### src/rtl/video_timing_gen.sv
// Raster timing generator: owns the horizontal/vertical pixel counters and
// produces registered sync, display-enable and line/frame start strobes that
// are all aligned with the counter values presented in the same cycle.
module video_timing_gen #(
    parameter int unsigned H_ACTIVE = 800,
    parameter int unsigned H_FP     = 40,
    parameter int unsigned H_SYNC   = 128,
    parameter int unsigned H_BP     = 88,
    parameter int unsigned V_ACTIVE = 600,
    parameter int unsigned V_FP     = 1,
    parameter int unsigned V_SYNC   = 4,
    parameter int unsigned V_BP     = 23,
    parameter bit          H_POL    = 1'b0,
    parameter bit          V_POL    = 1'b0,
    parameter int unsigned H_W      = 11,
    parameter int unsigned V_W      = 10
) (
    input  logic           clk,
    input  logic           resetn,
    input  logic           ce,
    output logic [H_W-1:0] hCount,
    output logic [V_W-1:0] vCount,
    output logic           hSync,
    output logic           vSync,
    output logic           de,
    output logic           lineStart,
    output logic           frameStart
);

    localparam int unsigned H_TOTAL = H_ACTIVE + H_FP + H_SYNC + H_BP;
    localparam int unsigned V_TOTAL = V_ACTIVE + V_FP + V_SYNC + V_BP;

    // Decode boundaries, all at counter width so comparisons stay unsigned.
    localparam logic [H_W-1:0] H_MAX   = H_W'(H_TOTAL - 1);
    localparam logic [H_W-1:0] H_VIS   = H_W'(H_ACTIVE);
    localparam logic [H_W-1:0] H_SS    = H_W'(H_ACTIVE + H_FP);
    localparam logic [H_W-1:0] H_SE    = H_W'(H_ACTIVE + H_FP + H_SYNC - 1);
    localparam logic [V_W-1:0] V_MAX   = V_W'(V_TOTAL - 1);
    localparam logic [V_W-1:0] V_VIS   = V_W'(V_ACTIVE);
    localparam logic [V_W-1:0] V_SS    = V_W'(V_ACTIVE + V_FP);
    localparam logic [V_W-1:0] V_SE    = V_W'(V_ACTIVE + V_FP + V_SYNC - 1);

    logic [H_W-1:0] h_nx;
    logic [V_W-1:0] v_nx;
    logic           h_wrap;
    logic           v_wrap;
    logic           hs_act;
    logic           vs_act;
    logic           de_nx;

    // Next counter position and the decode of that position.
    always_comb begin
        h_wrap = (hCount == H_MAX);
        v_wrap = (vCount == V_MAX);
        h_nx   = h_wrap ? '0 : hCount + 1'b1;
        v_nx   = vCount;
        if (h_wrap) begin
            v_nx = v_wrap ? '0 : vCount + 1'b1;
        end
        hs_act = (h_nx >= H_SS) && (h_nx <= H_SE);
        vs_act = (v_nx >= V_SS) && (v_nx <= V_SE);
        de_nx  = (h_nx < H_VIS) && (v_nx < V_VIS);
    end

    // Counters and outputs advance together on ce; strobes last one clk.
    always_ff @(posedge clk) begin
        if (!resetn) begin
            hCount     <= H_MAX;
            vCount     <= V_MAX;
            hSync      <= ~H_POL;
            vSync      <= ~V_POL;
            de         <= 1'b0;
            lineStart  <= 1'b0;
            frameStart <= 1'b0;
        end else if (ce) begin
            hCount     <= h_nx;
            vCount     <= v_nx;
            hSync      <= hs_act ? H_POL : ~H_POL;
            vSync      <= vs_act ? V_POL : ~V_POL;
            de         <= de_nx;
            lineStart  <= (h_nx == '0);
            frameStart <= (h_nx == '0) && (v_nx == '0);
        end else begin
            lineStart  <= 1'b0;
            frameStart <= 1'b0;
        end
    end

endmodule

### config.mk
export PLATFORM = sky130hd
export DESIGN_NAME = video_timing_gen
export DESIGN_NICKNAME = d
export VERILOG_FILES = /design/src/rtl/video_timing_gen.sv
export SDC_FILE = /design/constraint.sdc
export NUM_CORES = 1
export LEC_CHECK = 0
export ABC_AREA = 1
export BUFFER_PORTS_ARGS = -buffer_cell sky130_fd_sc_hd__buf_2
export CORE_UTILIZATION = 40
export CTS_BUF_LIST = sky130_fd_sc_hd__clkbuf_8
export CTS_CLUSTER_DIAMETER = 30
export DETAILED_ROUTE_END_ITERATION = 16
export HOLD_SLACK_MARGIN = 0.05
export PLACE_DENSITY = 0.6
export SYNTH_ARGS = -nofsm -noshare
export SYNTH_HDL_FRONTEND = slang
export SYNTH_SLANG_ARGS = --single-unit
### constraint.sdc
create_clock -name clk -period 1.89 [get_ports clk]
set_input_delay 0.189 -clock clk [delete_from_list [all_inputs] [get_ports clk]]
set_output_delay 0.189 -clock clk [all_outputs]
set_load 0.05 [all_outputs]
==> results of run 1 <==
-- area by class of cell --
cell class | instances | share of cell area
Multi-Input combinational cell | 208 | 0.517
Sequential cell | 26 | 0.237
Timing Repair Buffer | 44 | 0.115
Inverter | 46 | 0.0776
Tap cell | 52 | 0.0288
Clock buffer | 4 | 0.0244
-- power groups by stage --
stage	registers (W)	clock network, W	logic, W
final	0.000648	0.000378	0.000666
after global routing	0.000655	0.000413	0.000723
after CTS	0.000642	0.000390	0.000605
after detailed placement	0.000655	0	0.000603
after global placement	0.000653	0	0.000604
after floorplan	0.000779	0	0.000341
-- metal layers --
layer / vias up / routed length [um] / global-route usage
met4: 0 / 38 / 0.0467
met2: 74 / 2260 / 0.316
met3: 4 / 309 / 0.0334
li1: 1018 / - / -
met5: - / 0 / 0
met1: 878 / 2420 / 0.295
-- synth_stat cells, drive strengths merged (3+ instances only) --
cell type / instances / area [um^2]
nand2: 73 / 294
inv: 43 / 161
nand3: 31 / 178
nor2: 30 / 134
dfxtp: 26 / 521
a21oi: 21 / 105
o21ai: 20 / 108
nand4: 8 / 65.1
nor3: 8 / 55.1
clkbuf: 5 / 18.8
buf: 4 / 36.3
clkinv: 3 / 11.3
ha: 3 / 37.5
xor2: 3 / 26.3
-- cells by family (layout without fill, tap and decap cells) --
family | count (synthesis) | in the layout | synth area share
AO/OA/AOI/OAI | 49 | 49 | 0.151
XOR/XNOR | 4 | 4 | 0.0192
adder cells (fa/ha/maj) | 3 | 3 | 0.0205
buffers and inverters | 55 | 94 | 0.124
flip-flops | 26 | 26 | 0.285
AND/OR/NAND/NOR | 151 | 152 | 0.400
-- timing repair --
item	4_1_cts	5_1_grt
endpoints found under the setup margin	0	4
resized for setup	0	18
hold endpoints to repair	0	0
buffers inserted	0	5
-- final timing paths --
path | from | endpoint | slack, ns | cells after the start
worst min-delay path | resetn | hCount[10] | 0.17 | 2
worst max register to register | hCount[1] | vSync | 0.07 | 12
worst max-delay path | hCount[1] | vSync | 0.07 | 12
worst min register to register | hSync | hSync | 0.49 | 2
-- flip-flops by register name (all words and copies together) (netlist names) --
register    count
de              1
frameStart      1
hCount         11
hSync           1
lineStart       1
vCount         10
vSync           1
-- per-stage QoR --
stage,utilization,area [um^2],total power (W)
2_1_floorplan,-,1840,0.00112
3_3_place_gp,0.474,2080,0.00126
3_5_place_dp,0.474,2080,0.00126
4_1_cts,0.486,2130,0.00164
5_1_grt,0.515,2260,0.00179
6_report,0.515,2260,0.00169
==> results.sh, run 1 <==
export IMPL_port_buffers=28
export IMPL_cts_made_buffers=3
export IMPL_layout_common_cells="nand2_1, inv_1, buf_2, nand3_1, nor2_1"
export IMPL_p_per_area_nw_per_um2=749
export IMPL_grt_pass1_vias=1676
export IMPL_drt_iter0_markers=135
export IMPL_hpwl_mm=3.59
export IMPL_cellLeakagePower_nw=1.17
export IMPL_swShare=0.419
export IMPL_synth_top_flop_cell="dfxtp_1"
export IMPL_clock_sinks=26
export IMPL_comb_power_share=0.394
export IMPL_status="finished clean"
export IMPL_seqPwrFrac=0.383
export IMPL_mostFrequentLayoutCell="nand2_1"
export IMPL_synth_seq_cells=26
export IMPL_yosysUniqueCellTypes=34
export IMPL_syn_cell_area_um2=1830
export IMPL_drc=0
export IMPL_routed_via_count=1974
export IMPL_crit_buf_inv=1
export IMPL_gp_congestion=0.918
export IMPL_ys_async_sr_fraction=0
export IMPL_core_um2=4380
export IMPL_clock_latency_ns=0.28
export IMPL_arrival_ns=1.99
export IMPL_start_kind="flip-flop"
export IMPL_htreeDepth=1
export IMPL_die_x_um=69.6
export IMPL_synth_seq_area_share=0.285
export IMPL_ys_warn_count=0
export IMPL_nFillCells=472
export IMPL_max_slew_margin_rel=0.730
export IMPL_tightest_slew_ns=0.401
export IMPL_min_period_over_period=0.961
export IMPL_cp_slowest_cell="dfxtp_4"
export IMPL_fin_skew_ns=0.00958
export IMPL_setup_violations=0
export IMPL_hold_buffers=0
export IMPL_cts_root_buf="clkbuf_8"
export IMPL_critical_path_class="reg2reg"
export IMPL_synth_fp_nets=294
export IMPL_p_int_w=0.000982
export IMPL_crit_path_cell_trace="ha_4 -> nand4_4 -> nor2_4 -> nand2_1 -> nand2_1 -> nand2_2 -> inv_2 -> nand2_1 -> nor3_1 -> nand3_1 -> nand2_1 -> nand2_1"
export IMPL_multi_input_area_um2=1170
export IMPL_dieHeight_um=69.6
export IMPL_fin_setup_tns_ns=0
export IMPL_hp_class="in2reg"
export IMPL_maxSlewViolCount=0
export IMPL_rows=24
export IMPL_ant_nets=0
export IMPL_p_sw_w=0.000709
export IMPL_fin_ws_ns=0.0736
export IMPL_dieArea_um2=4850
export IMPL_critPathTopFamily="simple AND/OR/NAND/NOR gates"
export IMPL_antenna_cells=0
export IMPL_pre_cts_slack_ns=0.0807
export IMPL_grt_pass1_wl_mm=8.04
export IMPL_drtPass1Iterations=5
export IMPL_synthToLayoutAreaGrowth_pct=23.4
export IMPL_critical_path_endpoint_type="flip-flop"
export IMPL_cts_path_max_buffers=2
export IMPL_cp_max_fo=8
export IMPL_grt_start_max_net_pins=24
export IMPL_antenna_found_initial=0
export IMPL_max_stage_delay_ns=0.39
export IMPL_maxCapViolations=0
export IMPL_synth_area_per_cell_um2=6.35
export IMPL_required_ns=2.06
export IMPL_register_area_um2=536
export IMPL_start_util=0.417
export IMPL_max_freq_mhz=551
export IMPL_placed_cells=370
export IMPL_routed_wl_mm=5.02
export IMPL_synth_edf_count=0
export IMPL_num_io_pins=29
export IMPL_rsz0062_at_grt="false"
export IMPL_cts_tree="built"
export IMPL_critPathMostFrequentCell="nand2_1"
export IMPL_finalNonFillerCells=380
export IMPL_hold_viol=0
export IMPL_finalWorstPathRequiredPeriod_ns=1.82
export IMPL_avgRoutedWirePerCell_um=13.2
export IMPL_clkPwrFrac=0.223
export IMPL_grt_usage=0.204
export IMPL_grt_overflow_total=0
export IMPL_whs_ns=0.167
export IMPL_vias_per_cell=5.19
export IMPL_layout_nets=335
export IMPL_clk_pin_slew_worst_paths_ns=0.10
export IMPL_layout_drive_gt1_share=0.299
export IMPL_synthCells=288
export IMPL_peakVddDrop_mv=0.483
Power figures use the tool's default switching activity.
==> inputs of run 2 (changes only) <==
--- a/config.mk
+++ b/config.mk
@@ -5,7 +5,6 @@
 export SDC_FILE = /design/constraint.sdc
 export NUM_CORES = 1
 export LEC_CHECK = 0
-export ABC_AREA = 1
 export BUFFER_PORTS_ARGS = -buffer_cell sky130_fd_sc_hd__buf_2
 export CORE_UTILIZATION = 40
 export CTS_BUF_LIST = sky130_fd_sc_hd__clkbuf_8
==> run 2 against run 1 <==
  * The run now ends with setup timing left
  * Area after synthesis increased by 8.1%
  * Register-to-register slack got worse by 0.46 ns
  * Combinational power increased to 2.6 times the previous value
  * Synthesized cell count decreased by 13%
  * Flip-flop and latch count unchanged
  * Clock-buffer cell count unchanged
==> results.sh, run 2 <==
export IMPL_top_register="hCount"
export IMPL_critical_path_class="reg2reg"
export IMPL_avgRoutedWirePerCell_um=16.1
export IMPL_synthToLayoutAreaGrowth_pct=54.8
export IMPL_start_util=0.416
export IMPL_drc=0
export IMPL_startpoint="hCount[5]"
export IMPL_clock_latency_ns=0.28
export IMPL_clock_sinks=26
export IMPL_finalWorstPathRequiredPeriod_ns=2.28
export IMPL_fin_ws_ns=-0.388
export IMPL_yosysTopAreaCell="dfxtp_1"
export IMPL_fin_skew_ns=0.00416
export IMPL_grt_overflow_total=0
export IMPL_reg2reg_depth=7
export IMPL_die_x_um=72.3
export IMPL_vias_per_cell=5.54
export IMPL_dieArea_um2=5230
export IMPL_r2r_end="de"
export IMPL_status="finished with violations"
export IMPL_routed_via_count=2293
export IMPL_layout_nets=354
export IMPL_htreeDepth=1
export IMPL_layout_common_cells="buf_4, buf_2, nand2_1, dfxtp_1"
export IMPL_critPathCapture="de"
export IMPL_num_io_pins=29
export IMPL_synth_area_per_cell_um2=7.85
export IMPL_arrival_ns=2.47
export IMPL_ys_async_sr_fraction=0
export IMPL_start_kind="flip-flop"
export IMPL_max_freq_mhz=439
export IMPL_gp_congestion=0.938
export IMPL_placed_cells=397
export IMPL_synth_most_common_cell="nand2_1"
export IMPL_grt_usage=0.250
export IMPL_hold_viol=0
export IMPL_cellLeakagePower_nw=1.30
export IMPL_p_per_area_nw_per_um2=899
export IMPL_maxSlewViolCount=0
export IMPL_synth_top_flop_cell="dfxtp_1"
export IMPL_reg_top3="hCount (11), vCount (10)"
export IMPL_synth_seq_cells=26
export IMPL_grt_pass1_wl_mm=10.2
export IMPL_drtPass1Iterations=4
export IMPL_port_buffers=28
export IMPL_cp_max_fo=15
export IMPL_tightest_slew_ns=0.528
export IMPL_dieHeight_um=72.3
export IMPL_ant_nets=0
export IMPL_required_ns=2.08
export IMPL_yosysUniqueCellTypes=63
export IMPL_synth_fp_nets=258
export IMPL_setup_violations=13
export IMPL_ff2ff_setup_slack_ns=-0.39
export IMPL_finalNonFillerCells=414
export IMPL_synth_edf_count=0
export IMPL_synthTopCellsByCount="nand2_1, dfxtp_1, o21ai_0"
export IMPL_cts_root_buf="clkbuf_8"
export IMPL_grt_pass1_vias=2083
export IMPL_antenna_found_initial=0
export IMPL_routed_wl_mm=6.67
export IMPL_mostFrequentLayoutCell="buf_4"
export IMPL_nFillCells=408
export IMPL_drt_iter0_markers=204
export IMPL_critical_path_endpoint_type="flip-flop"
export IMPL_register_area_um2=553
export IMPL_max_slew_margin_rel=0.645
export IMPL_min_period_over_period=1.21
export IMPL_synth_top_area_frac=0.263
export IMPL_rsz0062_at_grt="true"
export IMPL_violations="setup timing"
export IMPL_core_um2=4750
export IMPL_cts_path_max_buffers=2
export IMPL_antenna_cells=0
export IMPL_yosys_top_cells_area="dfxtp_1, nand2_1, o21ai_0, xnor2_1, nand3_1"
export IMPL_pre_cts_slack_ns=-0.425
export IMPL_whs_ns=0.325
export IMPL_ys_warn_count=0
export IMPL_cts_tree="built"
export IMPL_largest_register_ffs=11
export IMPL_multi_input_area_um2=1550
export IMPL_synthCells=252
export IMPL_clk_pin_slew_worst_paths_ns=0.10
export IMPL_synth_seq_area_share=0.263
export IMPL_grt_start_max_net_pins=25
export IMPL_r2r_start="hCount[5]"
export IMPL_hp_class="in2reg"
export IMPL_rows=25
export IMPL_maxCapViolations=0
export IMPL_cts_made_buffers=3
export IMPL_syn_cell_area_um2=1980
export IMPL_layout_drive_gt1_share=0.504
export IMPL_hpwl_mm=4.55
export IMPL_peakVddDrop_mv=0.525
## run 2: how the worst min path moves through the flow
stage	startpoint	endpoint	slack (ns)	depth (start not counted)
6_report	ce	vCount[5]	0.33	3
5_1_grt	ce	vCount[5]	0.34	3
4_1_cts	ce	vCount[5]	0.30	3
3_5_place_dp	hSync	hSync	0.47	1
3_3_place_gp	hSync	hSync	0.45	1
2_1_floorplan	resetn	vCount[3]	0.34	1
## run 2: where the power goes
group	internal (W)	switching, W
Combinational	0.000784	0.000951
Clock	0.000187	0.000195
Sequential	0.000600	0.0000366
## run 2: kinds of logic (layout without fill, tap and decap cells)
| group | after synthesis | count (layout) | share of synthesized area |
|---|---|---|---|
| fa+ha+maj | 3 | 3 | 0.0190 |
| flops | 26 | 26 | 0.263 |
| buf+inv | 23 | 118 | 0.0734 |
| compound gates | 66 | 66 | 0.230 |
| xor+xnor | 13 | 13 | 0.0576 |
| simple gates | 121 | 121 | 0.357 |
## run 2: what timing repair did
item | in CTS | in global routing
setup endpoints to repair | 15 | 18
hold endpoints to repair | 0 | 0
gates resized for setup | 43 | 18
hold buffers | 0 | 0
buffers inserted | 8 | 8
pin swaps | 14 | 16
cloned | 0 | 0
## run 2: worst max-delay path, cell delays in order, from the launching register on
cell and delay [ns]:
dfxtp_2 0.33, buf_4 0.19, nor4b_2 0.37, nand4_1 0.23, nor4_2 0.37, o211ai_1 0.21, or2_1 0.27, a32oi_1 0.23
## run 2: layer usage
layer	global-route usage	vias up	share of wire
met1	0.350	1077	0.45
met4	0.0784	0	0.027
met3	0.0347	16	0.052
li1	-	1132	-
met2	0.396	68	0.47
met5	0	-	0
## run 2: metrics by stage
step                power, W  instance area [um^2]  setup TNS [ns]   util
finish               0.00275                  3060           -2.63  0.644
global route         0.00290                  3060           -3.78  0.644
CTS                  0.00260                  2950           -1.54  0.619
detailed placement   0.00204                  2660           -2.62  0.559
global placement     0.00203                  2660           -2.55  0.559
floorplan            0.00151                  2060           -4.65      -
## run 2: area by class of cell
| cell class | instances | share of cell area |
|---|---|---|
| inverter | 5 | 0.00613 |
| timing repair buffer | 109 | 0.260 |
| tap | 67 | 0.0274 |
| multi-input combinational | 203 | 0.508 |
| sequential | 26 | 0.181 |
| clock buffer | 4 | 0.0180 |
==> inputs of run 3 (changes only) <==
--- a/config.mk
+++ b/config.mk
@@ -15,3 +15,4 @@
 export SYNTH_ARGS = -nofsm -noshare
 export SYNTH_HDL_FRONTEND = slang
 export SYNTH_SLANG_ARGS = --single-unit
+export TNS_END_PERCENT = 50
==> run 3 against run 2 <==
  * The flow still finishes with violations (setup timing)
  * Worst setup slack better by 0.035 ns
  * Power decreased by 10%
  * Clock-buffer cell count decreased by 1
  * Sequential share of layout area increased by 1.9 points
  * Register-to-register slack gained 0.03 ns
  * Sequential power is essentially flat
  * Maximum frequency up 1.5%
  * First-iteration DRC count rose by 14%
  * Cell count is 2.7% lower
  * Critical path type unchanged
  * Largest cell class unchanged
==> results.sh, run 3 (synthesized netlist as in run 2, its figures left out) <==
export IMPL_num_io_pins=29
export IMPL_violations="setup timing"
export IMPL_setup_violations=16
export IMPL_antenna_cells=0
export IMPL_top_register="hCount"
export IMPL_critical_path_class="reg2reg"
export IMPL_critPathTopFamily="simple AND/OR/NAND/NOR gates"
export IMPL_drc=0
export IMPL_start_util=0.416
export IMPL_peakVddDrop_mv=0.438
export IMPL_tightest_slew_ns=0.461
export IMPL_whs_ns=0.308
export IMPL_rsz0062_at_grt="true"
export IMPL_dieHeight_um=72.3
export IMPL_hp_class="in2reg"
export IMPL_required_ns=2.07
export IMPL_status="finished with violations"
export IMPL_antenna_found_initial=0
export IMPL_critical_path_endpoint_type="flip-flop"
export IMPL_hpwl_mm=4.48
export IMPL_maxSlewViolCount=0
export IMPL_arrival_ns=2.43
export IMPL_clock_latency_ns=0.28
export IMPL_placed_area_um2=2690
export IMPL_core_um2=4750
export IMPL_crit_buf_inv=0
export IMPL_layout_common_cells="buf_4, nand2_1, buf_2, o21ai_0, nor2_1"
export IMPL_drtPass1Iterations=6
export IMPL_rows=25
export IMPL_port_buffers=28
export IMPL_fin_ws_ns=-0.353
export IMPL_mostFrequentLayoutCell="buf_4"
export IMPL_finalWorstPathRequiredPeriod_ns=2.24
export IMPL_power_w=0.00247
export IMPL_p_per_area_nw_per_um2=890
export IMPL_drt_iter0_markers=233
export IMPL_grt_start_max_net_pins=25
export IMPL_max_freq_mhz=446
export IMPL_routed_wl_mm=6.01
export IMPL_cellLeakagePower_nw=1.18
export IMPL_max_stage_delay_ns=0.60
export IMPL_max_slew_margin_rel=0.690
export IMPL_grt_usage=0.235
export IMPL_cp_slowest_cell="or4b_4"
export IMPL_clock_sinks=26
export IMPL_synthToLayoutAreaGrowth_pct=40.2
export IMPL_gp_congestion=0.906
export IMPL_clk_pin_slew_worst_paths_ns=0.10
export IMPL_routed_via_count=2268
export IMPL_reg_top3="hCount (11), vCount (10)"
export IMPL_placed_cells=399
export IMPL_postCtsSetupBuffers=0
export IMPL_die_x_um=72.3
export IMPL_avgRoutedWirePerCell_um=14.9
export IMPL_largest_register_ffs=11
export IMPL_cp_max_fo=6
export IMPL_min_period_over_period=1.19
export IMPL_cts_path_max_buffers=2
export IMPL_maxCapViolations=0
export IMPL_fin_setup_tns_ns=-2.79
export IMPL_hold_buffers=0
export IMPL_dieArea_um2=5230
export IMPL_grt_overflow_total=0
export IMPL_grt_pass1_wl_mm=9.67
export IMPL_cts_root_buf="clkbuf_8"
export IMPL_cts_tree="built"
export IMPL_finalInstanceArea_um2=2770
export IMPL_htreeDepth=1
export IMPL_start_kind="flip-flop"
export IMPL_grt_pass1_vias=2006
export IMPL_vias_per_cell=5.63
export IMPL_crit_path_cell_trace="or4b_4 -> nor3_4 -> a21oi_2 -> a211oi_2 -> or4b_1 -> o31a_1"
export IMPL_ant_nets=0
export IMPL_nFillCells=440
export IMPL_fin_skew_ns=0.00513
export IMPL_hold_viol=0
export IMPL_layout_drive_gt1_share=0.429
export IMPL_cts_made_buffers=3
export IMPL_layout_nets=343
export IMPL_finalNonFillerCells=403
==> run 3: final cells by class <==
cell class | instances | area (um^2) | area share
clock buffer | 3 | 41.3 | 0.0149
inverter | 5 | 18.8 | 0.00677
timing repair buffer | 98 | 691 | 0.249
clock inverter | 1 | 3.75 | 0.00135
multi-input combinational | 203 | 1380 | 0.498
tap | 67 | 83.8 | 0.0302
sequential | 26 | 553 | 0.199
==> run 3: path summary, 6_finish.rpt <==
kind / endpoint / slack (ns) / depth (start not counted) / startpoint
worst max-delay path: vSync / -0.35 / 6 / hCount[5]
worst min-delay path: vCount[1] / 0.31 / 3 / ce
worst max register to register: vSync / -0.35 / 6 / hCount[5]
worst min register to register: hSync / 0.50 / 1 / hSync
==> run 3: per-layer routing <==
layer	GRT usage	routed length, um
met4	0.0654	63
met1	0.350	2900
met2	0.356	2610
met5	0	0
met3	0.0236	430
==> run 3: through the flow <==
stage          utilization  worst slack [ns]
6_report             0.583            -0.353
5_1_grt              0.583            -0.474
2_1_floorplan            -            -0.586
4_1_cts              0.576            -0.353
3_5_place_dp         0.565            -0.352
3_3_place_gp         0.565            -0.307
==> run 3: what timing repair did <==
action,in CTS,in global routing
pin swaps,2,5
endpoints found under the setup margin,15,19
resized for setup,6,10
==> run 3: report_power, final <==
| part | switching, W | total [W] | internal (W) |
|---|---|---|---|
| logic | 0.000827 | 0.00149 | 0.000664 |
| registers | 0.0000370 | 0.000638 | 0.000601 |
| clock network | 0.000194 | 0.000340 | 0.000146 |
| total | 0.00106 | 0.00247 | 0.00141 |
==> run 3: worst register-to-register path: stages (launching register included) <==
cell	delay (ns)
dfxtp_2	0.33
or4b_4	0.60
nor3_4	0.27
a21oi_2	0.10
a211oi_2	0.16
or4b_1	0.46
o31a_1	0.24
